==> src/rtl/tx_huge_page_notify.sv <==
// rtl/tx_huge_page_notify.sv - sends one posted MWr TLP per filled huge page and pulses the matching done strobe
module tx_huge_page_notify (
  input  logic        trn_clk,
  input  logic        reset,
  input  logic        notify_1,
  input  logic        notify_2,
  input  logic [30:0] byte_cnt_1,
  input  logic [30:0] byte_cnt_2,
  input  logic [63:0] notify_addr,
  input  logic [15:0] cfg_completer_id,
  output logic        tx_req,
  input  logic        tx_grant,
  output logic [63:0] trn_td,
  output logic [7:0]  trn_trem_n,
  output logic        trn_tsof_n,
  output logic        trn_teof_n,
  output logic        trn_tsrc_rdy_n,
  input  logic        trn_tdst_rdy_n,
  input  logic [3:0]  trn_tbuf_av,
  output logic        notify_done_1,
  output logic        notify_done_2,
  output logic        notify_overflow
);
  typedef enum logic [2:0] {IDLE, REQ, Q0, Q1, Q2, DONE} state_t;

  state_t      state;
  logic        pend_1, pend_2;
  logic [30:0] cnt_1, cnt_2;
  logic        page2;   // page being served is page 2
  logic        last2;   // page 2 was the last page selected
  logic [63:0] addr;
  logic        accept, last_acc, clr_1, clr_2, is64, pick2;
  logic [31:0] pay, swp;

  always_comb begin
    accept   = !trn_tsrc_rdy_n && !trn_tdst_rdy_n;
    is64     = (addr[63:32] != 32'h0);
    last_acc = accept && ((state == Q1 && !is64) || state == Q2);
    clr_1    = last_acc && !page2;
    clr_2    = last_acc && page2;
    pick2    = pend_2 && (!pend_1 || !last2);
    pay      = {page2, (page2 ? cnt_2 : cnt_1)};
    swp      = {pay[7:0], pay[15:8], pay[23:16], pay[31:24]};
  end

  // A notify in the clearing cycle re-arms the page instead of counting as an overflow.
  always_ff @(posedge trn_clk or posedge reset) begin
    if (reset) begin
      pend_1          <= 1'b0;
      pend_2          <= 1'b0;
      cnt_1           <= '0;
      cnt_2           <= '0;
      notify_overflow <= 1'b0;
    end else begin
      if (notify_1) begin
        if (pend_1 && !clr_1) begin
          notify_overflow <= 1'b1;
        end else begin
          pend_1 <= 1'b1;
          cnt_1  <= byte_cnt_1;
        end
      end else if (clr_1) begin
        pend_1 <= 1'b0;
      end
      if (notify_2) begin
        if (pend_2 && !clr_2) begin
          notify_overflow <= 1'b1;
        end else begin
          pend_2 <= 1'b1;
          cnt_2  <= byte_cnt_2;
        end
      end else if (clr_2) begin
        pend_2 <= 1'b0;
      end
    end
  end

  always_ff @(posedge trn_clk or posedge reset) begin
    if (reset) begin
      state          <= IDLE;
      page2          <= 1'b0;
      last2          <= 1'b1;
      addr           <= '0;
      tx_req         <= 1'b0;
      trn_td         <= '0;
      trn_trem_n     <= 8'h00;
      trn_tsof_n     <= 1'b1;
      trn_teof_n     <= 1'b1;
      trn_tsrc_rdy_n <= 1'b1;
      notify_done_1  <= 1'b0;
      notify_done_2  <= 1'b0;
    end else begin
      notify_done_1 <= 1'b0;
      notify_done_2 <= 1'b0;
      case (state)
        IDLE: begin
          if (pend_1 || pend_2) begin
            state  <= REQ;
            tx_req <= 1'b1;
            page2  <= pick2;
            last2  <= pick2;
            addr   <= {notify_addr[63:2], 2'b00};
          end
        end
        REQ: begin
          if (tx_grant && trn_tbuf_av[1]) begin
            state          <= Q0;
            trn_td         <= {(is64 ? 32'h6000_0001 : 32'h4000_0001), cfg_completer_id, 8'h00, 8'h0F};
            trn_tsof_n     <= 1'b0;
            trn_teof_n     <= 1'b1;
            trn_trem_n     <= 8'h00;
            trn_tsrc_rdy_n <= 1'b0;
          end
        end
        Q0: begin
          if (accept) begin
            state      <= Q1;
            trn_tsof_n <= 1'b1;
            trn_teof_n <= is64;
            trn_td     <= is64 ? addr : {addr[31:0], swp};
          end
        end
        Q1: begin
          if (accept && is64) begin
            state      <= Q2;
            trn_td     <= {swp, 32'h0};
            trn_teof_n <= 1'b0;
            trn_trem_n <= 8'h0F;
          end
        end
        Q2:      state <= Q2;
        DONE:    state <= IDLE;
        default: state <= IDLE;
      endcase
      // Last qword taken: drop the port and report the page in one step.
      if (last_acc) begin
        state          <= DONE;
        tx_req         <= 1'b0;
        trn_tsrc_rdy_n <= 1'b1;
        trn_teof_n     <= 1'b1;
        trn_trem_n     <= 8'h00;
        notify_done_1  <= !page2;
        notify_done_2  <= page2;
      end
    end
  end
endmodule

==> config.mk <==
export PLATFORM = sky130hd
export DESIGN_NAME = tx_huge_page_notify
export DESIGN_NICKNAME = d
export VERILOG_FILES = /design/src/rtl/tx_huge_page_notify.sv
export SDC_FILE = /design/constraint.sdc
export NUM_CORES = 1
export LEC_CHECK = 0
export ABC_AREA = 1
export CAP_MARGIN = 25
export CORE_ASPECT_RATIO = 0.6
export CORE_MARGIN = 2
export CORE_UTILIZATION = 50
export DETAILED_ROUTE_END_ITERATION = 10
export GPL_TIMING_DRIVEN = 0
export PLACE_DENSITY_LB_ADDON = 0.2
export SLEW_MARGIN = 20
export SYNTH_ARGS = -nofsm -noshare
export SYNTH_HDL_FRONTEND = slang
export SYNTH_SLANG_ARGS = --single-unit
==> constraint.sdc <==
create_clock -name trn_clk -period 7.4 [get_ports trn_clk]
set_clock_uncertainty 0.15 [all_clocks]
set_input_delay 1.11 -clock trn_clk [delete_from_list [all_inputs] [get_ports trn_clk]]
set_output_delay 1.11 -clock trn_clk [all_outputs]
set_load 0.05 [all_outputs]
# ---- Word level (Yosys, flattened, before mapping)
# Cells that the tools add are included.
dict set report classes {
  eq_ne 13
  muxes 42
  n_reduce_logical 45
  bitwise 2
}
# op count
set op_table {}
lappend op_table {{64-bit two-way mux} 4}
lappend op_table {{64-bit one-hot mux with 3 select lines} 1}
lappend op_table {{32-bit nonzero test} 1}
lappend op_table {{31-bit two-way mux} 1}
lappend op_table {{30-bit two-way mux} 1}
lappend op_table {{8-bit two-way mux} 3}
lappend op_table {{1-bit two-way mux} 23}
lappend op_table {{8-bit one-hot mux with 2 select lines} 1}
lappend op_table {{3-bit two-way mux} 5}
lappend op_table {{3-bit one-hot mux with 5 select lines} 1}
lappend op_table {{2-bit AND reduction} 7}
lappend op_table {{2-bit nonzero test} 7}
lappend op_table {{4-bit AND reduction} 3}
lappend op_table {{1-bit logical AND} 10}
lappend op_table {{3-bit != test (second input constant)} 3}
lappend op_table {{1-bit zero test} 8}
lappend op_table {{2-bit != test (second input constant)} 4}
lappend op_table {{3-bit by 2-bit equality test with 1-bit output (second input constant)} 2}
lappend op_table {{3-bit AND reduction} 2}
lappend op_table {{3-bit nonzero test} 2}
lappend op_table {{4-bit nonzero test} 1}
lappend op_table {{3-bit by 1-bit equality test with 1-bit output (second input constant)} 1}
lappend op_table {{3-bit equality test (second input constant)} 1}
lappend op_table {{3-bit zero test} 1}
lappend op_table {{6 further kinds} 9}
dict set report word_totals {
  inputBits 152
  out_inout_bits 79
  ff_bits 210
  elab_cells 119
}

# ---- Depth between registers and ports, before layout
# Gate-level depths: netlist of run 1.
dict set report logic_depth {
  word_depth 12
  depth_mapped 13
  depth_no_buf 12
}

# ---- Worst setup path after synthesis of run 1
# No wires, ideal clock.
dict set report synth_path {
  kind {input-to-reg}
  from {input trn_tdst_rdy_n}
  to {register trn_td[10]}
  slack_ps 4943
  t_arrival_ps 2189
  setup_ps 118
  stages 10
  path_cell_list {nor2_2 > nor2_2 > a31oi_4 > nand2_2 > nor2_4 > inv_2 > buf_4 > buf_6 > nand2_1 > nand2_1}
}
dict set report synth_via {
  elab_chain_cells 5
  elab_cells_between_ends 6
  classes_between {eq/ne (2); reduce/logical (4)}
}
# item line
set synth_rtl {}
lappend synth_rtl {{start: declaration} 18} ;# input logic trn_tdst_rdy_n,
lappend synth_rtl {{1-bit zero test (*)} 36} ;# accept = !trn_tsrc_rdy_n && !trn_tdst_rdy_n;
lappend synth_rtl {{1-bit logical AND (*)} 36}
lappend synth_rtl {{1-bit logical AND} 124} ;# if (accept && is64) begin
lappend synth_rtl {{2-bit by 1-bit != test with 1-bit output (no source line)} --}
lappend synth_rtl {{4-bit AND reduction (no source line) (*)} --}
lappend synth_rtl {{end signal: assignment} 108} ;# trn_td <= {(is64 ? 32'h6000_0001 : 32'h4000_0001), cfg_completer_id, 8'h00, 8'h0F};
lappend synth_rtl {{end signal: assignment} 120} ;# trn_td <= is64 ? addr : {addr[31:0], swp};
lappend synth_rtl {{end signal: assignment} 126} ;# trn_td <= {swp, 32'h0};
lappend synth_rtl {{end: declaration} 13} ;# output logic [63:0] trn_td,
# Every way passes the cells marked *; elsewhere a longest branch is shown, timed or not.
# A chain may end at the register's enable or synchronous reset.

# ---- Final worst setup path of run 1
dict set report layout_path {
  from {register trn_trem_n[2]}
  to {output trn_trem_n[2]}
}
# item line
set layout_lines {}
lappend layout_lines {{start: declaration} 14} ;# output logic [7:0] trn_trem_n,
lappend layout_lines {{start signal: assignment} 86} ;# trn_trem_n <= 8'h00;
lappend layout_lines {{start signal: assignment} 111} ;# trn_trem_n <= 8'h00;
lappend layout_lines {{start signal: assignment} 128} ;# trn_trem_n <= 8'h0F;
# No word-level cell between the ends.

==> impl_metrics.toml, run 1 <==
[status]
status = "finished clean"

[synth]
synth_most_common_cell = "nand2_1"
synth-seq-area-share_pct = 53.7
synthTopCellsByCount = "nand2_1 (646), dfrtp_1 (199), nand3_1 (113), o21ai_0 (65), clkbuf_1 (38)"
syn_inst = 1234
synth_flop_cell = "dfrtp_1"
synth.avg_cell_area_um2 = 7.68
yosysTopAreaCell = "dfrtp_1"
synthTopCellsByArea = "dfrtp_1 (53%), nand2_1 (26%), nand3_1 (6.0%), o21ai_0 (3.4%), a21oi_1 (1.6%)"
async_flop_share_pct = 100
synth_top_area_share_pct = 52.6
synth_area_um2 = 9470
synth_cell_type_count = 33
ys_ff_latch = 203
yosys_warnings = 0
synth_edf_count = 0

[run]
max_cap_violations = 0

[sta]
min_period_ps = 3160
final.period_utilization_pct = 42.8
fmax_ghz = 0.316
setup_viol = 0
worstMarginPinSlew_ps = 754
worst_slack_ps = 4240
hold_viol = 0
maxSlewHeadroom_pct = 49.7
setup-tns-final_ps = 0
rsz0062_at_grt = "false"
report.final.slew_viol_count = 0

[power]
finalPower_uw = 6010
internal_power_uw = 3110
power.share.clock_pct = 16.2
p_seq_share_pct = 33.4
total_leakage_power_uw = 0.00628
swShare_pct = 48.3
combinationalPowerShare_pct = 50.3
p_sw_uw = 2900
cellPowerDensity_nw_per_um2 = 477
vdd_ir_drop_max_v = 0.000396

[final_layout]
fin_util_pct = 68.9
syn_to_final_growth_pct = 33.2
drive_above_1_share_pct = 6.57
fillers = 1511
layout.cells.non_filler = 1731
n_antenna_cell = 0
finalNetCount = 1631

[clock_tree]
numCtsBuffers = 20
cts_tree = "yes"
clock_latency_ps = 500
clk_path_buf_depth = 3
ctsResizeCount = 0
postCtsSetupBuffers = 0
clkSlewWorstSetupHoldPaths_ps = 60
cts-root-buf = "clkbuf_16"
hold_buffers = 0
cts_max_level = 1
cts.sinks = 203

[worst_setup_path]
worstReg2RegStart = "state[0]"
path_class = "reg2out"
slowest_delay_ps = 790
critPathLaunchType = "flop"
rr_worst_depth = 10
path_delay_family = "buffers and inverters"
path_buf_inv = 2
arrival_ps = 1900
startpoint = "trn_trem_n[2]"
crit_required_ps = 6140
cp.depth = 2
crit_path_cell_trace = "buf_4 -> clkdlybuf4s50_1"
cp-end-kind = "primary output"
crit_fanout = 5
crit_slowest_cell = "clkdlybuf4s50_1"

[floorplanning]
die_w_um = 182
rows = 38
core_um2 = 18300
top_level_ports = 231
start_util_pct = 51.7
die_area_um2 = 20100
die_height_um = 111

[global_route]
gr-total-overflow = 0
track_usage_pct = 30.6
grt_pass1_wl_mm = 47.7
grt_max_degree = 104
grt_pass1_vias = 8762
antenna_found_initial = 0

[detailed_routing]
drt-wirelength-per-cell_um = 17.8
wl_mm = 30.8
first_pass_iters = 5
viasPerCell = 5.40
dr.first_iter.drc_count = 1259
post-route-drc-count = 0
ant_nets = 0
num_vias = 9346

[worst_hold_path]
min_from = "cnt_2[1]"
holdPathStages = 2
hold_path.class = "reg2reg"

[placed_design]
gp_congestion = 0.903
dpl.hpwl_mm = 23.1
portBuffers = 219
dp_slack_ps = 4030
post-place-cells = 1697
-- cells in the final DEF (no fill, tap or decap), types with 2 or more instances in the layout --
master / n
inv_2: 6
buf_6: 4
o21ai_1: 2
o21ai_0: 65
o211ai_1: 2
buf_2: 19
nor2_2: 4
a31oi_1: 2
nand2_2: 8
buf_4: 17
nand2_1: 646
nor2_4: 4
dfstp_2: 4
inv_1: 24
a21oi_1: 30
clkbuf_16: 21
nand3_2: 2
nor2_1: 30
clkbuf_1: 47
dfrtp_1: 199
nand3_1: 113
buf_1: 2
conb_1: 4
clkdlybuf4s50_1: 219
clkbuf_8: 3
-- state kept, by name, indices dropped and copies added, names as in the netlist, 3 cells and up --
register  count
addr         62
cnt_2        31
cnt_1        31
trn_td       64
state         3
-- metrics by stage --
stage / cell area (um2) / hold slack (ps)
floorplan: 9480 / 291
global placement: 12000 / 303
global route: 12600 / 334
finish: 12600 / 320
CTS: 12600 / 324
detailed placement: 12000 / 308
-- kinds of logic after synthesis --
group                  share of synthesized area, %
AOI/OAI and AO/OA                              6.05
muxes                                         0.106
other                                        0.0396
buffers and inverters                          5.68
DFF                                            53.7
and+or+nand+nor                                34.4
-- power groups by stage --
stage	combinational, uW	clock (uW)	sequential [uW]
final	3030	977	2010
after detailed placement	2980	0	2010
after global routing	3300	1030	2060
after CTS	3000	983	2000
after floorplan	1480	0	2430
after global placement	2910	0	2000
-- worst register-to-register path, cell delays in order (launching register included) --
cell	delay, ps
dfrtp_1	480
nor2_1	160
inv_2	70
nor2_1	170
inv_2	70
nor2_2	440
inv_2	150
buf_2	240
clkbuf_1	290
nand2_1	140
nand2_1	60
-- layout make-up --
cell class	count	area (um2)	share of cell area (%)
plain buffers	80	418	3.31
clock buffers	33	601	4.76
clock inverters	1	5.00	0.0397
inverters	32	128	1.01
multi-input cells	922	3860	30.6
flip-flops and latches	203	5080	40.3
well taps	240	300	2.38
repair buffers	220	2220	17.6
-- metal layers --
| metal | wire [um] | share of wire [%] | global-route usage (%) |
|---|---|---|---|
| met1 | 13500 | 44 | 47.0 |
| met2 | 12800 | 42 | 43.8 |
| met3 | 3690 | 12 | 6.73 |
| met4 | 807 | 2.6 | 7.86 |
| met5 | 0 | 0 | 0 |
-- worst paths after layout --
kind / to / slack, ps
worst max register to register: addr[24] / 4870
max in group asynchronous: addr[13] / 5150
worst min-delay path: cnt_2[1] / 320
min in group asynchronous: cnt_1[2] / 990
worst min register to register: cnt_2[1] / 320
worst max-delay path: trn_trem_n[2] / 4240
(Power assumes the default switching activity.)
==> inputs of run 2 (changes only) <==
Clock period 7.4 ns to 3.1 ns, I/O delays scaled along.
==> run 2 against run 1 <==
Effect of this change:
- sequential power increased by 140%
- setup slack lost 3700 ps
- critical path depth shrank 1
- flip-flop and latch count unchanged
- die area unchanged
- first-iteration DRC count fell by 25%
- via count up 0.30%
- total power is 140% higher
- clock power grew to 2.6 times the previous value
- sequential share of layout area shrank 0.59 points
- non-clock buffer count is 6 higher
- utilization increased by 1.0 points
- critical endpoint is now trn_tsrc_rdy_n
- largest power group unchanged
==> impl_metrics.toml, run 2 (same netlist as run 1, synthesis figures left out) <==
[status]
status = "finished clean"

[sta]
setup_viol = 0
final.period_utilization_pct = 81.2
rsz0062_at_grt = "false"
hold_viol = 0
worst_slack_ps = 584
min_period_ps = 2520
fmax_ghz = 0.397
report.final.slew_viol_count = 0
worstMarginPinSlew_ps = 653
setup-tns-final_ps = 0
hold_slack_ps = 102
maxSlewHeadroom_pct = 56.5

[floorplanning]
die_height_um = 111
core_um2 = 18300
rows = 38
die_w_um = 182
die_area_um2 = 20100
top_level_ports = 231
start_util_pct = 51.7

[detailed_routing]
first_pass_iters = 5
topRoutingLayerUsed = "met4"
wl_met2_mm = 12.7
met3_length_mm = 3.63
wl_met1_mm = 13.4
num_vias = 9374
dr.first_iter.drc_count = 941
wl_mm = 30.6
viasPerCell = 5.39
ant_nets = 0
drt-wirelength-per-cell_um = 17.6
post-route-drc-count = 0

[clock_tree]
hold_buffers = 0
clock_latency_ps = 500
ctsResizeCount = 0
cts_max_level = 1
clk_path_buf_depth = 3
clkSlewWorstSetupHoldPaths_ps = 60
cts_tree = "yes"
postCtsSetupBuffers = 0
cts-root-buf = "clkbuf_16"
cts.sinks = 203
numCtsBuffers = 20

[worst_setup_path]
slowest_delay_ps = 820
crit_fanout = 4
critPathLaunchType = "flop"
crit_required_ps = 2480
path_buf_inv = 1
path_class = "reg2out"
path_delay_family = "buffers and inverters"
cp-end-kind = "primary output"
crit_path_cell_trace = "clkdlybuf4s50_1"
arrival_ps = 1900
crit_slowest_cell = "clkdlybuf4s50_1"

[final_layout]
multi_input_area_um2 = 3860
seqCellArea_um2 = 5080
syn_to_final_growth_pct = 35.2
drive_above_1_share_pct = 7.54
top_register = "trn_td"
n_antenna_cell = 0
reg_top3 = "trn_td (64), addr (62)"
final_common_cell = "nand2_1"
largest_register_ff_count = 64
most-common-layout-cells = "nand2_1 (646), clkdlybuf4s50_1 (219), dfrtp_1 (199)"
fillers = 1479
fin_util_pct = 69.9
finalNetCount = 1637

[placed_design]
portBuffers = 219
gp_congestion = 0.917
dpl.hpwl_mm = 23.3
dp_slack_ps = 474

[power]
combinationalPowerShare_pct = 49.6
power.share.clock_pct = 17.4
p_seq_share_pct = 33.0
p_sw_uw = 6930
internal_power_uw = 7610
vdd_ir_drop_max_v = 0.000717
total_leakage_power_uw = 0.00637
cellPowerDensity_nw_per_um2 = 1140
swShare_pct = 47.7

[global_route]
gr-total-overflow = 0
track_usage_pct = 30.7
grt_max_degree = 34
antenna_found_initial = 0
grt_pass1_wl_mm = 48.1
grt_pass1_vias = 8853

[run]
max_cap_violations = 0

[worst_hold_path]
hold_path.class = "in2async"
-- run 2: cell type report --
type                            count  share of cell area (%)
Sequential cell                   203                    39.7
Multi-Input combinational cell    922                    30.1
Timing Repair Buffer              226                    18.2
Clock buffer                       30                    4.92
Buffer                             80                    3.26
Tap cell                          240                    2.35
Inverter                           32                   0.967
Clock inverter                      6                   0.430
-- run 2: per-stage QoR --
stage / total power (uW) / instances / area, um2
2_1_floorplan: 9320 / 1237 / 9490
3_3_place_gp: 11700 / 1696 / 12000
3_5_place_dp: 11900 / 1703 / 12100
4_1_cts: 14500 / 1739 / 12800
5_1_grt: 15500 / 1739 / 12800
6_report: 14500 / 1739 / 12800
-- run 2: worst paths after layout --
| check | start | endpoint | depth (start not counted) | slack (ps) |
|---|---|---|---|---|
| setup / recovery | trn_tsrc_rdy_n | trn_tsrc_rdy_n | 1 | 580 |
| hold / removal | reset | cnt_1[2] | 2 | 100 |
| setup reg to reg | state[0] | addr[22] | 10 | 610 |
| hold reg to reg | last2 | last2 | 2 | 310 |
| max in group asynchronous | reset | trn_teof_n | 4 | 1980 |
| min in group trn_clk | notify_2 | cnt_2[29] | 3 | 170 |
-- run 2: power groups by stage --
| stage | Sequential (uW) | Combinational (uW) | Clock (uW) |
|---|---|---|---|
| 2_1_floorplan | 5790 | 3520 | 0 |
| 3_3_place_gp | 4780 | 6940 | 0 |
| 3_5_place_dp | 4790 | 7120 | 0 |
| 4_1_cts | 4770 | 7170 | 2540 |
| 5_1_grt | 4930 | 7890 | 2660 |
| 6_report | 4790 | 7220 | 2530 |
-- run 2: per-layer routing --
layer  track usage (%)  vias to the layer above
met5                 0                        -
met4              8.67                        0
met3              8.11                       60
met2              43.2                      519
met1              46.4                     4411
li1                  -                     4384
-- run 2: worst reg2reg max path, delay by kind of cell, from the launching register on --
family	cells	cell delay [ps]
and+or+nand+nor	5	930
buffers and inverters	5	820
DFF	1	480
